File: src/rtl/bram_sync_pkg.sv
// Shared types and constants for the backup-RAM save/load sequencer.
package bram_sync_pkg;

   localparam int SECTORS_DEFAULT = 128;
   localparam int LBA_W           = 32;

   typedef enum logic [1:0] {
      ST_IDLE = 2'd0,
      ST_REQ  = 2'd1,
      ST_XFER = 2'd2
   } state_e;

endpackage

File: src/rtl/bram_sync.sv
// Backup-RAM save/load sequencer: walks the save image one SD sector at a time
// and owns the bk_ena, autosave-pending and loading flags.
//
// state   | meaning
// --------+-----------------------------------------------------------
// ST_IDLE | no transfer; waiting for a load or save trigger
// ST_REQ  | sd_rd or sd_wr asserted, waiting for sd_ack to rise
// ST_XFER | sector acknowledged, waiting for sd_ack to fall
module bram_sync
   import bram_sync_pkg::*;
#(
   parameter int SECTORS     = SECTORS_DEFAULT,
   parameter int ACK_TIMEOUT = 0
) (
   input  logic             clk_sys,
   input  logic             reset_n,
   input  logic             downloading,
   input  logic             img_mounted,
   input  logic             img_readonly,
   input  logic             img_present,
   input  logic             load_req,
   input  logic             save_req,
   input  logic             autosave_en,
   input  logic             osd_status,
   input  logic             bk_change,
   input  logic             sd_ack,
   output logic [LBA_W-1:0] sd_lba,
   output logic             sd_rd,
   output logic             sd_wr,
   output logic             bk_ena,
   output logic             bk_loading,
   output logic             bk_busy,
   output logic             sav_pending,
   output logic             err
);

   localparam int              CNT_W       = (ACK_TIMEOUT > 1) ? $clog2(ACK_TIMEOUT) : 1;
   localparam logic [CNT_W-1:0] WD_LAST    = CNT_W'((ACK_TIMEOUT > 0) ? ACK_TIMEOUT - 1 : 0);
   localparam bit              WD_EN       = (ACK_TIMEOUT != 0);
   localparam logic [6:0]      LAST_SECTOR = 7'(SECTORS - 1);

   state_e             state_q, state_d;
   logic [LBA_W-1:0]   sd_lba_q, sd_lba_d;
   logic               sd_rd_q, sd_rd_d;
   logic               sd_wr_q, sd_wr_d;
   logic               bk_ena_q, bk_ena_d;
   logic               bk_loading_q, bk_loading_d;
   logic               bk_busy_q, bk_busy_d;
   logic               sav_pending_q, sav_pending_d;
   logic               err_q, err_d;
   logic [CNT_W-1:0]   wd_cnt_q, wd_cnt_d;

   logic               dl_old_q, dl_old_d;
   logic               load_old_q, load_old_d;
   logic               save_old_q, save_old_d;
   logic               ack_old_q, ack_old_d;
   logic               as_old_q, as_old_d;

   logic               dl_rise, dl_fall, load_rise, save_rise;
   logic               ack_rise, ack_fall, as_term, as_rise;
   logic               load_start, save_start;

   always_comb begin
      as_term   = sav_pending_q & osd_status & autosave_en;
      dl_rise   = downloading & ~dl_old_q;
      dl_fall   = ~downloading & dl_old_q;
      load_rise = load_req & ~load_old_q;
      save_rise = save_req & ~save_old_q;
      ack_rise  = sd_ack & ~ack_old_q;
      ack_fall  = ~sd_ack & ack_old_q;
      as_rise   = as_term & ~as_old_q;

      // Load outranks save when both fire in the same cycle.
      load_start = bk_ena_q & ((dl_fall & img_present) | load_rise);
      save_start = bk_ena_q & (save_rise | as_rise) & ~load_start;

      dl_old_d   = downloading;
      load_old_d = load_req;
      save_old_d = save_req;
      ack_old_d  = sd_ack;
      as_old_d   = as_term;

      state_d      = state_q;
      sd_lba_d     = sd_lba_q;
      sd_rd_d      = sd_rd_q;
      sd_wr_d      = sd_wr_q;
      bk_loading_d = bk_loading_q;
      bk_busy_d    = bk_busy_q;
      err_d        = err_q;
      wd_cnt_d     = '0;

      bk_ena_d = bk_ena_q;
      if (dl_rise)
         bk_ena_d = 1'b0;
      if (downloading & img_mounted & ~img_readonly)
         bk_ena_d = 1'b1;

      sav_pending_d = sav_pending_q;
      if (bk_change & ~osd_status)
         sav_pending_d = 1'b1;
      else if (bk_busy_q)
         sav_pending_d = 1'b0;

      case (state_q)
         ST_IDLE: begin
            if (load_start | save_start) begin
               state_d      = ST_REQ;
               sd_lba_d     = '0;
               bk_busy_d    = 1'b1;
               err_d        = 1'b0;
               sd_rd_d      = load_start;
               sd_wr_d      = ~load_start;
               bk_loading_d = load_start;
            end
         end
         ST_REQ: begin
            if (dl_rise) begin
               state_d      = ST_IDLE;
               sd_rd_d      = 1'b0;
               sd_wr_d      = 1'b0;
               bk_busy_d    = 1'b0;
               bk_loading_d = 1'b0;
            end else if (ack_rise) begin
               state_d = ST_XFER;
               sd_rd_d = 1'b0;
               sd_wr_d = 1'b0;
            end else if (WD_EN && (wd_cnt_q == WD_LAST)) begin
               state_d      = ST_IDLE;
               err_d        = 1'b1;
               sd_rd_d      = 1'b0;
               sd_wr_d      = 1'b0;
               bk_busy_d    = 1'b0;
               bk_loading_d = 1'b0;
            end else begin
               wd_cnt_d = wd_cnt_q + CNT_W'(1);
            end
         end
         ST_XFER: begin
            if (dl_rise) begin
               state_d      = ST_IDLE;
               sd_rd_d      = 1'b0;
               sd_wr_d      = 1'b0;
               bk_busy_d    = 1'b0;
               bk_loading_d = 1'b0;
            end else if (ack_fall) begin
               if (sd_lba_q[6:0] == LAST_SECTOR) begin
                  state_d      = ST_IDLE;
                  bk_busy_d    = 1'b0;
                  bk_loading_d = 1'b0;
               end else begin
                  // bk_loading doubles as the direction memory for the next sector.
                  state_d  = ST_REQ;
                  sd_lba_d = sd_lba_q + LBA_W'(1);
                  sd_rd_d  = bk_loading_q;
                  sd_wr_d  = ~bk_loading_q;
               end
            end
         end
         default: begin
            state_d      = ST_IDLE;
            sd_rd_d      = 1'b0;
            sd_wr_d      = 1'b0;
            bk_busy_d    = 1'b0;
            bk_loading_d = 1'b0;
         end
      endcase
   end

   always_ff @(posedge clk_sys or negedge reset_n) begin
      if (!reset_n) begin
         state_q       <= ST_IDLE;
         sd_lba_q      <= '0;
         sd_rd_q       <= 1'b0;
         sd_wr_q       <= 1'b0;
         bk_ena_q      <= 1'b0;
         bk_loading_q  <= 1'b0;
         bk_busy_q     <= 1'b0;
         sav_pending_q <= 1'b0;
         err_q         <= 1'b0;
         wd_cnt_q      <= '0;
         dl_old_q      <= 1'b0;
         load_old_q    <= 1'b0;
         save_old_q    <= 1'b0;
         ack_old_q     <= 1'b0;
         as_old_q      <= 1'b0;
      end else begin
         state_q       <= state_d;
         sd_lba_q      <= sd_lba_d;
         sd_rd_q       <= sd_rd_d;
         sd_wr_q       <= sd_wr_d;
         bk_ena_q      <= bk_ena_d;
         bk_loading_q  <= bk_loading_d;
         bk_busy_q     <= bk_busy_d;
         sav_pending_q <= sav_pending_d;
         err_q         <= err_d;
         wd_cnt_q      <= wd_cnt_d;
         dl_old_q      <= dl_old_d;
         load_old_q    <= load_old_d;
         save_old_q    <= save_old_d;
         ack_old_q     <= ack_old_d;
         as_old_q      <= as_old_d;
      end
   end

   assign sd_lba      = sd_lba_q;
   assign sd_rd       = sd_rd_q;
   assign sd_wr       = sd_wr_q;
   assign bk_ena      = bk_ena_q;
   assign bk_loading  = bk_loading_q;
   assign bk_busy     = bk_busy_q;
   assign sav_pending = sav_pending_q;
   assign err         = err_q;

endmodule

File: config.mk
export PLATFORM = sky130hd
export DESIGN_NAME = bram_sync
export DESIGN_NICKNAME = d
export VERILOG_FILES = /design/src/rtl/bram_sync_pkg.sv /design/src/rtl/bram_sync.sv
export SDC_FILE = /design/constraint.sdc
export NUM_CORES = 1
export LEC_CHECK = 0
export BUFFER_PORTS_ARGS = -buffer_cell sky130_fd_sc_hd__buf_2
export CAP_MARGIN = 20
export CELL_PAD_IN_SITES_DETAIL_PLACEMENT = 0
export CELL_PAD_IN_SITES_GLOBAL_PLACEMENT = 1
export CORE_ASPECT_RATIO = 1.4
export CORE_MARGIN = 3
export CORE_UTILIZATION = 36
export CTS_CLUSTER_DIAMETER = 50
export CTS_CLUSTER_SIZE = 8
export DETAILED_ROUTE_END_ITERATION = 12
export PLACE_DENSITY_LB_ADDON = 0.15
export SYNTH_ARGS = -nofsm -noshare
export SYNTH_HDL_FRONTEND = slang
export SYNTH_SLANG_ARGS = --single-unit
File: constraint.sdc
create_clock -name clk_sys -period 2.3 [get_ports clk_sys]
set_input_delay 0.115 -clock clk_sys [delete_from_list [all_inputs] [get_ports clk_sys]]
set_output_delay 0.115 -clock clk_sys [all_outputs]
set_load 0.005 [all_outputs]
# Word level (Yosys, flattened, before mapping)

Index checks and enable logic that the tools add are counted.

Add/sub/neg operators: 1
Multipliers: 0
Div/mod/pow operators: 0
Order comparisons: 0
Equality and inequality tests: 12
Shift-type cells: 0
Muxes and demuxes: 34
Bitwise gates (word level): 30
Reduce and logical (&&, ||, !) cells: 8

Operators with widths:

| operator              | count |
|---|---|
| $mux 32               | 4 |
| $pmux 32 s2           | 1 |
| $add 32x1->32 const B | 1 |
| $mux 1                | 19 |
| $and 1x1->1           | 16 |
| $ne 3x3->1 const B    | 4 |
| $pmux 1 s3            | 4 |
| $not 1->1             | 11 |
| $mux 2                | 5 |
| $ne 2x2->1 const B    | 5 |
| $reduce_and 4->1      | 2 |
| $eq 7x7->1 const B    | 1 |
| $pmux 2 s3            | 1 |
| $reduce_bool 2->1     | 3 |
| $reduce_and 5->1      | 1 |
| $or 1x1->1            | 3 |
| $reduce_and 3->1      | 1 |
| $eq 2x1->1 const B    | 1 |
| $eq 2x2->1 const B    | 1 |
| $logic_not 2->1       | 1 |

Flip-flop bits (word level): 45
Bits in latches: 0
RAM bits: 0
ROM bits: 0
Bits of input ports: 12
Output and inout bits: 39
Memories kept: 0

# Depth between registers and ports, before layout

Depth in word-level cells: 10
Mapped depth: 8
Depth with buffers taken out: 6

# Least setup slack after synthesis

No wires, ideal clock.

Kind: register -> register
Start point: register sd_lba_q[0] (netlist: sd_lba[0])
End point: register sd_lba_q[13] (netlist: sd_lba[13])
Library setup time: 78 ps
Data arrival time: 2098 ps
Required time: 2222 ps
Slack: 124 ps
Stages on the path, launching flop included: 8
Buffers on the path: 1
Period minus slack after synthesis: 2176 ps
Path through: dfrtp_1 > ha_1 > nand3_1 > o221ai_1 > a311o_1 > clkbuf_1 > or4_1 > a21oi_1

Word-level cells in the longest chain between the ends: 5
Elaborated cells on any way between the ends: 8

Ends and longest elaborated chain:

| what                     | RTL line         | source |
|---|---|---|
| start: declaration       | bram_sync.sv:43  | `logic [LBA_W-1:0] sd_lba_q, sd_lba_d;` |
| start signal: assignment | bram_sync.sv:188 | `sd_lba_q <= sd_lba_d;` |
| $add 32x1->32            | bram_sync.sv:153 | `sd_lba_d = sd_lba_q + LBA_W'(1);` |
| $mux 32                  | bram_sync.sv:146 | `if (sd_lba_q[6:0] == LAST_SECTOR) begin` |
| $mux 32                  | bram_sync.sv:145 | `end else if (ack_fall) begin` |
| $mux 32                  | bram_sync.sv:139 | `if (dl_rise) begin` |
| $pmux 32 s2              | bram_sync.sv:104 | `case (state_q)` |

Several ways; a longest one is shown, not always the timed one. The select of a mux whose other input is x is not followed.
A chain may end at the register's enable or synchronous reset.

# Worst setup path in the final report

Start point: input downloading
End point: register sd_lba_q[9] (netlist: sd_lba[9])

Word-level cells in the longest chain between the ends: 10
Elaborated cells on any way between the ends: 12

Ends and longest elaborated chain:

| what                                  | RTL line         | source |
|---|---|---|
| start: declaration                    | bram_sync.sv:17  | `input logic downloading,` |
| $not 1->1                             | bram_sync.sv:66  | `dl_fall = ~downloading & dl_old_q;` |
| $and 1x1->1                           | bram_sync.sv:66  |  |
| $and 1x1->1                           | bram_sync.sv:74  | `load_start = bk_ena_q & ((dl_fall & img_present) \| load_rise);` |
| $or 1x1->1                            | bram_sync.sv:74  |  |
| $and 1x1->1                           | bram_sync.sv:74  |  |
| $not 1->1                             | bram_sync.sv:75  | `save_start = bk_ena_q & (save_rise \| as_rise) & ~load_start;` |
| $and 1x1->1                           | bram_sync.sv:75  |  |
| $or 1x1->1                            | bram_sync.sv:106 | `if (load_start \| save_start) begin` |
| $ne 2x2->1 (no source line)           | --               |  |
| $reduce_and 5->1 (no source line) (*) | --               |  |

Mark *: on every way between the ends. The rest lies on a longest branch, timed or not.

==> key figures <==
Setup path
  – CP max stage cell: dlygate4sd3_1
  – CP startpoint kind: input port
  – Worst path cell trace: dlygate4sd3_1 > buf_2 > nand4b_1 > and2_2 > a311o_1 > buf_12 > or4_1 > a21oi_1
  – RR Startpoint: sd_lba[0]$_DFFE_PN0P_
  – Crit-path max cell delay: 540 ps
  – CP max FO: 35
  – CP Class: in -> reg
  – Worst Path Arrival: 2390 ps
  – Critical Path Source: downloading
  – Worst path required time: 2530 ps
  – Type of destination of the critical path: flop
  – Worst Reg-to-Reg Cells: 7

Routing
  – Initial DRC count: 56
  – Vias: 1,838
  – Detail Route Antenna Nets: 0
  – Detailed-router iteration count before antenna repair: 4
  – DRC Markers: 0
  – Total Routed Length: 5.349 mm
  – Vias per inst: 5.282
  – WL per Instance: 15.37 um

Die
  – Number of I/O pins: 51
  – Core Area: 0.005605 mm2
  – Num rows: 32
  – Die height: 96.60 um
  – Die area: 0.006831 mm2
  – Initial Util: 0.3766
  – Die Wd: 70.72 um

Synth
  – EDFF count, synth: 0
  – Mapped Nets: 223
  – Syn avg cell area: 10.05 um2
  – Yosys top cell by area: dfrtp_1
  – Mapped cell area: 0.002111 mm2
  – Synth cell types: 45
  – FF+latch count, synth: 45
  – Yosys warning count: 0
  – Post-synth top cells: dfrtp_1, nand2_1, and2_1, a21oi_1, o31ai_1
  – Dominant synthesized flop cell: dfrtp_1
  – Ranking of synthesized cells by area: dfrtp_1, o31ai_1, and2_1
  – Register area share after synthesis: 0.5335
  – Async set-reset flop share out of synthesis: 1.000
  – Most numerous cell in the Yosys netlist: dfrtp_1
  – Mapped Cells: 210
  – Top-area cell type share of the netlist area: 0.5335

Global routing
  – First-pass GRT wire length: 9.225 mm
  – GR Overflow Total: 0
  – Largest net degree at the start of global routing: 36
  – Initial antenna violation count: 0
  – Vias in the first global route: 1,873
  – GRT Util Overall: 0.1674

STA
  – Post-Route Skew: 6.648 ps
  – Hold slack: 62.07 ps
  – Final Cycle Share: 0.9399
  – Actual slew at the worst max-slew pin: 665.4 ps
  – RSZ-0062 raised after global routing: no
  – Final Hold Vio Count: 0
  – Final Slew Violations: 0
  – Setup tns final: 0 ps
  – Min Tclk post-route: 2162 ps
  – Slew headroom: 0.5555
  – Max frequency: 0.4626 GHz
  – Final worst setup slack: 138.2 ps
  – Count of final setup violators: 0

Cells and area
  – Final Cell Area: 0.002690 mm2
  – ANT cells: 0
  – Number of flip-flops in the largest register: 32
  – Layout fillers: 571
  – Layout cells sized above 1: 0.2857
  – Layout overhead on the synthesized area: 27.45%
  – Nets: 292

Pwr
  – Sequential power share: 0.486
  – Combinational power share: 0.238
  – Psw: 0.5973 mW
  – VDD IR max: 298.7 uV
  – Leak: 1.301 nW
  – Final total power: 1.865 mW
  – Sw frac: 0.3203
  – Clock share of power: 0.276
  – Pwr Density: 693.2 mW/mm2
  – Int Power: 1.267 mW

Clocking
  – CTS root buf: clkbuf_8
  – CTS tree: done
  – Cts bufs inserted: 5
  – Worst-case clock buffer depth: 2
  – H-tree depth: 2
  – Clock Latency Late Sink: 300 ps
  – CTS Sinks: 45
  – Reg clk slew, reported paths: 90 ps

Worst hold path
  – Hold/Removal Path Class: in -> reg
  – WHS Path Cells: 3
  – Hold path start: bk_change

Place
  – Post-place setup slack: 126.3 ps
  – GP Congestion: 0.7710
  – DP HPWL: 3.834 mm
  – Dpl cell area: 0.002524 mm2
  – IO buf count: 49

Run status
  – Status: complete, no violations

Flow run
  – Max Cap Viol: 0
## cell usage in the layout, fill, tap and decap left out, drive strengths merged, types with 2 or more instances in the layout
cell type / instances
buf: 63
dfrtp: 45
nand2: 15
and2: 13
a21oi: 12
inv: 12
o31ai: 11
nand3: 11
o21ai: 11
nor2: 9
or4: 9
dlygate4sd3: 7
nand4: 6
or3: 6
clkbuf: 5
a31oi: 4
nand2b: 4
nor2b: 3
nor3: 3
a21o: 3
nand3b: 2
and4: 2
o21a: 2
a22o: 2
mux2: 2
o22ai: 2
nor4: 2
## area by class of cell
cell class / count / area [um2] / share of cell area
tap: 68 / 85.08 / 0.03163
timing repair buffer: 70 / 432.9 / 0.1609
clock inverter: 3 / 25.02 / 0.009302
sequential: 45 / 1127 / 0.4191
inverter: 10 / 37.54 / 0.01395
clock buffer: 5 / 68.82 / 0.02558
multi-input combinational: 147 / 913.4 / 0.3395
## through the flow
stage / util / instances
4_1_cts: 0.4795 / 348
3_5_place_dp: 0.4502 / 333
2_1_floorplan: - / 210
6_report: 0.4799 / 348
5_1_grt: 0.4799 / 348
3_3_place_gp: 0.4502 / 333
## power groups by stage
stage	clock network, mW	logic (mW)	registers (mW)
after global routing	0.562	0.499	0.919
after detailed placement	0	0.442	0.924
after floorplan	0	0.242	0.922
final	0.515	0.443	0.907
after global placement	0	0.439	0.920
after CTS	0.541	0.451	0.908
## logic make-up (layout without fill, tap and decap cells)
| family | after synthesis | count (layout) | synth area share |
|---|---|---|---|
| buf+inv | 18 | 88 | 0.03438 |
| fa+ha+maj | 1 | 1 | 0.005927 |
| mux | 2 | 2 | 0.01067 |
| flops | 45 | 45 | 0.5335 |
| other cells | 1 | 1 | 0.001777 |
| compound gates | 53 | 53 | 0.1618 |
| simple gates | 90 | 90 | 0.2519 |
## final timing paths
kind,endpoint,slack [ps]
min,sav_pending$_DFFE_PN0P_,60
min in group asynchronous,sd_lba[4]$_DFFE_PN0P_,370
max in group asynchronous,bk_busy$_DFFE_PN0P_,1340
max reg2reg,sd_lba[9]$_DFFE_PN0P_,190
min reg2reg,sd_lba[30]$_DFFE_PN0P_,500
max,sd_lba[9]$_DFFE_PN0P_,140
## routing by layer
layer	GRT usage	share of wire
met1	0.2085	0.44
met2	0.2845	0.50
met3	0.03222	0.040
met4	0.05933	0.018
met5	0	0
## timing repair
action / in CTS / in global routing
buffers inserted: 0 / 0
setup endpoints to repair: 0 / 12
hold buffers: 7 / 0
hold endpoints to repair: 33 / 0
gates resized for setup: 0 / 3
## critical path, delay by kind of cell
family | cells | cell delay, ps
simple gates | 3 | 940
compound gates | 2 | 460
buf+inv | 3 | 870
(Power assumes the default switching activity.)
